File: config.mk
export PLATFORM = sky130hd
export DESIGN_NAME = bus_hold_arbiter
export DESIGN_NICKNAME = d
export VERILOG_FILES = /design/src/rtl/bus_hold_arbiter.sv
export SDC_FILE = /design/constraint.sdc
export NUM_CORES = 1
export LEC_CHECK = 0
export ABC_CLOCK_PERIOD_IN_PS = 2050
export CAP_MARGIN = 10
export CORE_ASPECT_RATIO = 1.5
export CORE_UTILIZATION = 50
export DETAILED_ROUTE_END_ITERATION = 10
export GPL_TIMING_DRIVEN = 1
export PLACE_DENSITY = 0.81
export SYNTH_ARGS = -nofsm -noshare
export SYNTH_HDL_FRONTEND = slang
export SYNTH_SLANG_ARGS = --single-unit
File: constraint.sdc
create_clock -name CLK -period 2.05 [get_ports CLK]
set_clock_uncertainty 0.05 [all_clocks]
set_input_delay 0.41 -clock CLK [delete_from_list [all_inputs] [get_ports CLK]]
set_output_delay 0.41 -clock CLK [all_outputs]
set_load 0.01 [all_outputs]
File: src/rtl/bus_hold_arbiter.sv
// HOLD/HOLDA arbiter sharing the 8088 bus among NUM_REQ masters with burst, chain and CPU-slot limits.
// Define BUS_HOLD_ARB_ROUND_ROBIN_EN for round-robin selection; fixed priority (index 0 highest) otherwise.
module bus_hold_arbiter #(
    parameter int NUM_REQ   = 3,
    parameter int MAX_BURST = 16,
    parameter int MAX_CHAIN = 2,
    parameter int CPU_SLOT  = 8
) (
    input  logic                       CLK,
    input  logic                       RESET_n,
    input  logic [NUM_REQ-1:0]         REQ,
    input  logic                       HOLDA,
    output logic                       HOLD,
    output logic [NUM_REQ-1:0]         GNT,
    output logic [$clog2(NUM_REQ)-1:0] GNT_ID,
    output logic                       BUSY,
    output logic                       PROTO_ERR
);
    localparam int ID_W  = $clog2(NUM_REQ);
    localparam int CNT_W = $clog2(MAX_BURST + 1);
    localparam logic [CNT_W-1:0] CNT_MAX = {CNT_W{1'b1}};

    typedef enum logic [2:0] {
        ST_IDLE      = 3'd0,
        ST_HOLD_WAIT = 3'd1,
        ST_GRANT     = 3'd2,
        ST_TURN      = 3'd3,
        ST_RELEASE   = 3'd4,
        ST_CPU_GAP   = 3'd5
    } state_e;

    state_e               state_q, state_d;
    logic                 hold_q, hold_d;
    logic [NUM_REQ-1:0]   gnt_q, gnt_d;
    logic [ID_W-1:0]      gnt_id_q, gnt_id_d;
    logic                 busy_q, busy_d;
    logic                 proto_err_q, proto_err_d;
    logic [CNT_W-1:0]     burst_cnt_q, burst_cnt_d;
    logic [CNT_W-1:0]     chain_cnt_q, chain_cnt_d;
    logic [CNT_W-1:0]     slot_cnt_q, slot_cnt_d;
    logic                 any_req_s, owner_req_s, grant_start_s;
    logic [ID_W-1:0]      winner_s;

    function automatic logic [CNT_W-1:0] sat_inc(input logic [CNT_W-1:0] v);
        if (v == CNT_MAX) sat_inc = v;
        else              sat_inc = v + {{(CNT_W-1){1'b0}}, 1'b1};
    endfunction

    // First requester found when scanning upward from start, wrapping at NUM_REQ.
    function automatic logic [ID_W-1:0] pick_winner(input logic [NUM_REQ-1:0] req, input int start);
        logic               found;
        logic [NUM_REQ-1:0] sh;
        int                 idx;
        pick_winner = {ID_W{1'b0}};
        found       = 1'b0;
        for (int k = 0; k < NUM_REQ; k++) begin
            idx = start + k;
            if (idx >= NUM_REQ) idx = idx - NUM_REQ;
            sh = req >> idx;
            if (!found && sh[0]) begin
                pick_winner = ID_W'(idx);
                found       = 1'b1;
            end
        end
    endfunction

`ifdef BUS_HOLD_ARB_ROUND_ROBIN_EN
    logic [ID_W-1:0] rr_ptr_q, rr_ptr_d;

    assign winner_s = pick_winner(REQ, int'(rr_ptr_q));

    // Round-robin pointer moves past each new winner.
    always_comb begin
        rr_ptr_d = rr_ptr_q;
        if (grant_start_s) begin
            if (winner_s == ID_W'(NUM_REQ - 1)) rr_ptr_d = {ID_W{1'b0}};
            else                                rr_ptr_d = winner_s + {{(ID_W-1){1'b0}}, 1'b1};
        end else begin
            rr_ptr_d = rr_ptr_q;
        end
    end

    // Round-robin pointer register.
    always_ff @(posedge CLK or negedge RESET_n) begin
        if (!RESET_n) rr_ptr_q <= {ID_W{1'b0}};
        else          rr_ptr_q <= rr_ptr_d;
    end
`else
    assign winner_s = pick_winner(REQ, 0);
`endif

    assign any_req_s     = |REQ;
    assign owner_req_s   = |(REQ & gnt_q);
    assign grant_start_s = (state_d == ST_GRANT) && (state_q != ST_GRANT);

    // State and registered outputs.
    always_ff @(posedge CLK or negedge RESET_n) begin
        if (!RESET_n) begin
            state_q     <= ST_IDLE;
            hold_q      <= 1'b0;
            gnt_q       <= {NUM_REQ{1'b0}};
            gnt_id_q    <= {ID_W{1'b0}};
            busy_q      <= 1'b0;
            proto_err_q <= 1'b0;
            burst_cnt_q <= {CNT_W{1'b0}};
            chain_cnt_q <= {CNT_W{1'b0}};
            slot_cnt_q  <= {CNT_W{1'b0}};
        end else begin
            state_q     <= state_d;
            hold_q      <= hold_d;
            gnt_q       <= gnt_d;
            gnt_id_q    <= gnt_id_d;
            busy_q      <= busy_d;
            proto_err_q <= proto_err_d;
            burst_cnt_q <= burst_cnt_d;
            chain_cnt_q <= chain_cnt_d;
            slot_cnt_q  <= slot_cnt_d;
        end
    end

    // Next-state logic; loss of HOLDA during a grant overrides owner release.
    always_comb begin
        state_d = state_q;
        case (state_q)
            ST_IDLE: begin
                if (any_req_s) state_d = ST_HOLD_WAIT;
                else           state_d = ST_IDLE;
            end
            ST_HOLD_WAIT: begin
                if (HOLDA && any_req_s) state_d = ST_GRANT;
                else if (!any_req_s)    state_d = HOLDA ? ST_RELEASE : ST_IDLE;
                else                    state_d = ST_HOLD_WAIT;
            end
            ST_GRANT: begin
                if (!HOLDA)                                              state_d = ST_CPU_GAP;
                else if (!owner_req_s || burst_cnt_q == CNT_W'(MAX_BURST - 1)) state_d = ST_TURN;
                else                                                     state_d = ST_GRANT;
            end
            ST_TURN: begin
                if (any_req_s && chain_cnt_q < CNT_W'(MAX_CHAIN)) state_d = ST_GRANT;
                else                                              state_d = ST_RELEASE;
            end
            ST_RELEASE: begin
                if (!HOLDA) state_d = ST_CPU_GAP;
                else        state_d = ST_RELEASE;
            end
            ST_CPU_GAP: begin
                if (slot_cnt_q == CNT_W'(CPU_SLOT - 1)) state_d = ST_IDLE;
                else                                    state_d = ST_CPU_GAP;
            end
            default: state_d = ST_IDLE;
        endcase
    end

    // Output and counter next values, derived from the transition being taken.
    always_comb begin
        hold_d      = (state_d == ST_HOLD_WAIT) || (state_d == ST_GRANT) || (state_d == ST_TURN);
        busy_d      = (state_d != ST_IDLE);
        proto_err_d = (state_q == ST_GRANT) && !HOLDA;
        gnt_d       = gnt_q;
        gnt_id_d    = gnt_id_q;
        chain_cnt_d = chain_cnt_q;
        if (state_q == ST_GRANT) burst_cnt_d = sat_inc(burst_cnt_q);
        else                     burst_cnt_d = burst_cnt_q;
        if (grant_start_s) begin
            gnt_d       = {{(NUM_REQ-1){1'b0}}, 1'b1} << winner_s;
            gnt_id_d    = winner_s;
            burst_cnt_d = {CNT_W{1'b0}};
            if (state_q == ST_TURN) chain_cnt_d = sat_inc(chain_cnt_q);
            else                    chain_cnt_d = {{(CNT_W-1){1'b0}}, 1'b1};
        end else if (state_d != ST_GRANT) begin
            gnt_d = {NUM_REQ{1'b0}};
        end else begin
            gnt_d = gnt_q;
        end
        if (state_q == ST_CPU_GAP)      slot_cnt_d = sat_inc(slot_cnt_q);
        else if (state_d == ST_CPU_GAP) slot_cnt_d = {CNT_W{1'b0}};
        else                            slot_cnt_d = slot_cnt_q;
    end

    assign HOLD      = hold_q;
    assign GNT       = gnt_q;
    assign GNT_ID    = gnt_id_q;
    assign BUSY      = busy_q;
    assign PROTO_ERR = proto_err_q;
endmodule

# == After elaboration in Yosys (flattened, before gate mapping) ==
# Cells that the tools add are included.
# op_classes
add_sub_neg,3
order_cmp,1
eq_ne,19
shift,1
mux,24
bitwise,1
n_reduce_logical,23
# ops
operator,n
$mux 5,8
$mux 3,8
$pmux 3 s6,1
$add 5x1->5 const B,3
$eq 5x5->1 const B,3
$eq 3x2->1 const B,4
$eq 3x3->1 const B,3
$eq 3x1->1 const B,2
$logic_and 1x1->1,6
$mux 1,6
$ne 2x2->1 const B,3
$ne 3x2->1 const B,2
$reduce_and 2->1,3
$reduce_bool 2->1,3
$reduce_or 3->1,2
$eq 5x3->1 const B,1
$eq 5x4->1 const B,1
$lt 5x2->1 const B,1
$logic_not 1->1,4
$and 3x3->3,1
$logic_not 3->1,1
$logic_or 1x1->1,3
$reduce_bool 3->1,1
$shl 1x2->3 const A,1
$mux 2,1
# totals
register_bits,26
in_bits,6
output_inout_bits,8
wordCells,81

# == Longest topological paths before layout ==
# logic_depth
depth_word,11
ltp_mapped,8
mapped_depth_nobuf,8

# == Worst setup path before layout ==
# Ideal clock, no wire load.
# synth_path
path_type,reg-to-reg
start,register burst_cnt_q[0]
end,"register gnt_q[0], in the netlist GNT[0]"
setup_time_ns,0.086
t_arrival_ns,1.782
t_required_ns,1.914
slack_ns,0.132
path_stages_with_launch,8
n_path_buf,0
period_less_slack_ns,1.918
cell_sequence,dfrtp_1 > ha_1 > and3_1 > ha_1 > o31a_1 > a31o_2 > nand2b_2 > nor3_1
# synth_via
elab_chain_cells,8
elab_cells_between_ends,10
cone_classes,eq/ne: 3; mux: 4; reduce/logical: 3
# synth_lines
element,line,text
"start, declared",38,"logic [CNT_W-1:0] burst_cnt_q, burst_cnt_d;"
"start signal, assigned",105,burst_cnt_q <= {CNT_W{1'b0}};
"start signal, assigned",115,burst_cnt_q <= burst_cnt_d;
$eq 5x4->1 *,136,else if (!owner_req_s || burst_cnt_q == CNT_W'(MAX_BURST - 1)) state_d = ST_TURN;
$logic_or 1x1->1 *,136,
$mux 1 *,136,
$mux 3 *,135,if (!HOLDA) state_d = ST_CPU_GAP;
$pmux 3 s6 *,124,case (state_q)
via state_d[0],32,"state_e state_q, state_d;"
$eq 3x2->1,94,assign grant_start_s = (state_d == ST_GRANT) && (state_q != ST_GRANT);
$logic_and 1x1->1,94,
$mux 3 / $reduce_bool 2->1 (equally long branches),n/a,
"end signal, assigned",101,gnt_q <= {NUM_REQ{1'b0}};
"end signal, assigned",111,gnt_q <= gnt_d;
"end, declared",34,"logic [NUM_REQ-1:0] gnt_q, gnt_d;"
# The timed path passes the listed nets; every way through them passes the cells marked *.
# A chain may end at the register's enable or synchronous reset.

# == Worst setup path after layout ==
# layout_path
start,input port REQ[0]
end,register slot_cnt_q[0]
# layout_via
elab_chain_cells,10
elab_cells_between_ends,17
cone_classes,eq/ne: 1; mux: 7; bitwise: 1; reduce/logical: 8
# layout_lines
element,line,text
"start, declared",11,"input logic [NUM_REQ-1:0] REQ,"
$and 3x3->3,93,assign owner_req_s = |(REQ & gnt_q);
$reduce_or 3->1,93,
$logic_not 1->1,136,
$logic_or 1x1->1,136,
$mux 1,136,
$mux 3,135,
$pmux 3 s6 *,124,
$eq 3x3->1 *,177,else if (state_d == ST_CPU_GAP) slot_cnt_d = {CNT_W{1'b0}};
$reduce_bool 2->1 (no line) *,n/a,
$reduce_and 2->1 (no line) *,n/a,
"end signal, assigned",107,slot_cnt_q <= {CNT_W{1'b0}};
"end signal, assigned",117,slot_cnt_q <= slot_cnt_d;
"end, declared",40,"logic [CNT_W-1:0] slot_cnt_q, slot_cnt_d;"
# Every way passes the cells marked *; elsewhere a longest branch is shown, timed or not.

==> metrics <==
drt first pass iters=4; count of final hold-check violations=0; Data arrival, critical path=2.07 ns; slowest CP cell=clkdlybuf4s50_1; Clock Latency Late Sink=~0.28 ns; I/O pins=14; Slew Limit Fails=0; Yosys top cell by area=dfrtp_1; Routed Antenna Nets=0; period utilization=0.963; Congestion Overflow GR=0; most frequent cells in the layout=26 x dfrtp_1, 18 x nor2_1, 13 x clkdlybuf4s50_1, 13 x buf_4, 8 x nand2_1; Core ar.=2650 sq um; Nets=between 150 and 200; register area share after synthesis=0.468; Synth Register Bits=26; Die Footprint=3000 sq um; Port Buffers=13; Antenna diodes=0; clk buf depth=2; CP max FO=5; fin worst setup slack=0.0751 ns; detailed placer's ending HPWL=2070 um; Reg clk slew, reported paths=roughly 0.10 ns; Total GRT Usage=0.198; most common cell after layout, fill and taps aside=dfrtp_1; Syn Area/Cell=10.4 sq um; endpoints failing setup=0; Max IR drop VDD=between 0.6 and 0.7 mV; post-synthesis async set-or-reset flop share=1.00; residual DRC count=0; Yosys cell types=40; yosys warns=0; relative slew slack=0.692; vias in the first global route=1082; Synth Flop Type=dfrtp_1; largest net degree at the start of global routing=27; mapped cell area=roughly 1400 sq um; # clock sinks=26; CTS tree=yes; Synth area leaders=dfrtp_1 47%, ha_1 6.3%, nor2_1 5.1%; via count=1084; Routed Wire Length=between 2000 and 3000 um; Die H=66.6 um; Stages on worst setup path=6; Mapped Cells=134; Hold Path Class=primary input to async pin; Crit path largest cell delay=0.43 ns; initial antenna violation count=0; dpl ws=-0.297 ns; DR WL/cell=roughly 14 um; initial core utilization=0.525; Buf+Inv Stages, Crit Path=1; routed vias/inst=approximately 5.5; P per Cell Area=roughly 1200 nW/um^2; synthesized net count=147; Max-Cap Viols=0; status=finished clean; Setup CP Type=primary input to flip-flop; Worst Setup Start Kind=primary input; CP Capture Type=flip-flop; Placer Congestion=0.826; reported leakage power=0.796 nW; number of buffers created by CTS=3; Clock Tree Root=clkbuf_8; Register-to-Register Path Depth=7; H-tree levels=1; Top delay family on crit path=simple AND/OR/NAND/NOR gates; number of synthesized flops with an enable pin=0; drt initial violations=43; top cell type's share of synthesized area=0.468; CP required=~2.2 ns; Die W=about 45 um; cell row count=23; area delta synth->final=24.3%; Worst-Margin Slew=approximately 0.46 ns; flop-to-flop setup slack=about 0.10 ns; setup TNS=0 ns; post-layout min period=1.97 ns; first-pass GRT wire length=about 4400 um; Fmax=~510 MHz; crit path cell chain=clkdlybuf4s50_1 > or3_4 > a221oi_1 > nor3_1 > nor2_2 > o21ai_0; layout cell share with drive strength beyond 1=0.194
## through the flow
| stage | total power [mW] | cells | utilization | instance area, sq um | hold WS [ns] |
|---|---|---|---|---|---|
| floorplan | 1.28 | 134 | - | 1390 | 0.0644 |
| global placement | 1.51 | 192 | 0.618 | 1640 | 0.420 |
| detailed placement | 1.57 | 192 | 0.618 | 1640 | 0.435 |
| CTS | 2.01 | 197 | 0.647 | 1710 | 0.447 |
| global route | 2.14 | 197 | 0.652 | 1730 | 0.465 |
| finish | 2.02 | 197 | 0.652 | 1730 | 0.439 |
## worst register-to-register path, delay by kind of cell (launching register included)
family | cells | cell delay, ns
AO/OA/AOI/OAI | 2 | 0.54
AND/OR/NAND/NOR | 3 | 0.51
adder cells (fa/ha/maj) | 2 | 0.41
flip-flops | 1 | 0.39
## cell usage after synthesis (3+ instances only)
cell	instances
mux2i_1	5
inv_1	5
dfrtp_1	26
nor2_1	19
ha_1	7
nand2_1	8
nand2b_1	4
buf_2	4
xor2_1	4
a21oi_1	3
o21ai_0	5
nand4_1	4
and3_1	3
nor3_1	4
## sequential cells by signal (all words and copies together) (netlist names)
signal	count
chain_cnt_q	5
GNT_ID	2
burst_cnt_q	5
BUSY	1
HOLD	1
slot_cnt_q	5
state_q	3
PROTO_ERR	1
GNT	3
## final cells by class
type	count	area, sq um
multi-input cells	99	712
clock inverters	1	30.0
flip-flops and latches	26	651
inverters	5	18.8
repair buffers	26	228
fillers	217	921
clock buffers	3	41.3
well taps	37	46.3
## logic make-up (layout without fill, tap and decap cells)
group                      count (synthesis)  in the layout  share of synthesized area
and+or+nand+nor                           60             60                      0.246
DFF                                       26             26                      0.468
AOI/OAI and AO/OA                         20             20                      0.111
buffers and inverters                      9             35                     0.0279
adders and majority gates                  7              7                     0.0631
muxes                                      7              7                     0.0523
xor gates and xnor gates                   5              5                     0.0315
## where the power goes
group | total (mW) | leakage, nW | internal (mW) | switching [mW]
logic | 0.765 | 0.422 | 0.402 | 0.363
clock network | 0.427 | 0.0357 | 0.262 | 0.166
registers | 0.827 | 0.338 | 0.667 | 0.159
## routing by layer
metal / share of wire / GRT usage
met5: 0 / 0
met4: 0.024 / 0.102
met2: 0.55 / 0.370
met3: 0.023 / 0.0190
met1: 0.40 / 0.207
## path summary, 6_finish.rpt
kind / startpoint / to
worst min register to register: chain_cnt_q[0]$_DFFE_PN0P_ / chain_cnt_q[0]$_DFFE_PN0P_
min in group CLK: chain_cnt_q[0]$_DFFE_PN0P_ / chain_cnt_q[0]$_DFFE_PN0P_
worst max-delay path: REQ[0] / slot_cnt_q[0]$_DFFE_PN0P_
worst max register to register: burst_cnt_q[0]$_DFFE_PN0P_ / GNT[0]$_DFFE_PN0P_
max in group asynchronous: RESET_n / burst_cnt_q[0]$_DFFE_PN0P_
worst min-delay path: RESET_n / chain_cnt_q[1]$_DFFE_PN0P_
## what timing repair did
action,in CTS,in global routing
buffers inserted,1,0
setup endpoints to repair,1,8
hold buffers,0,0
resized for setup,0,4
Note: power is estimated with default switching activity, not from simulation.
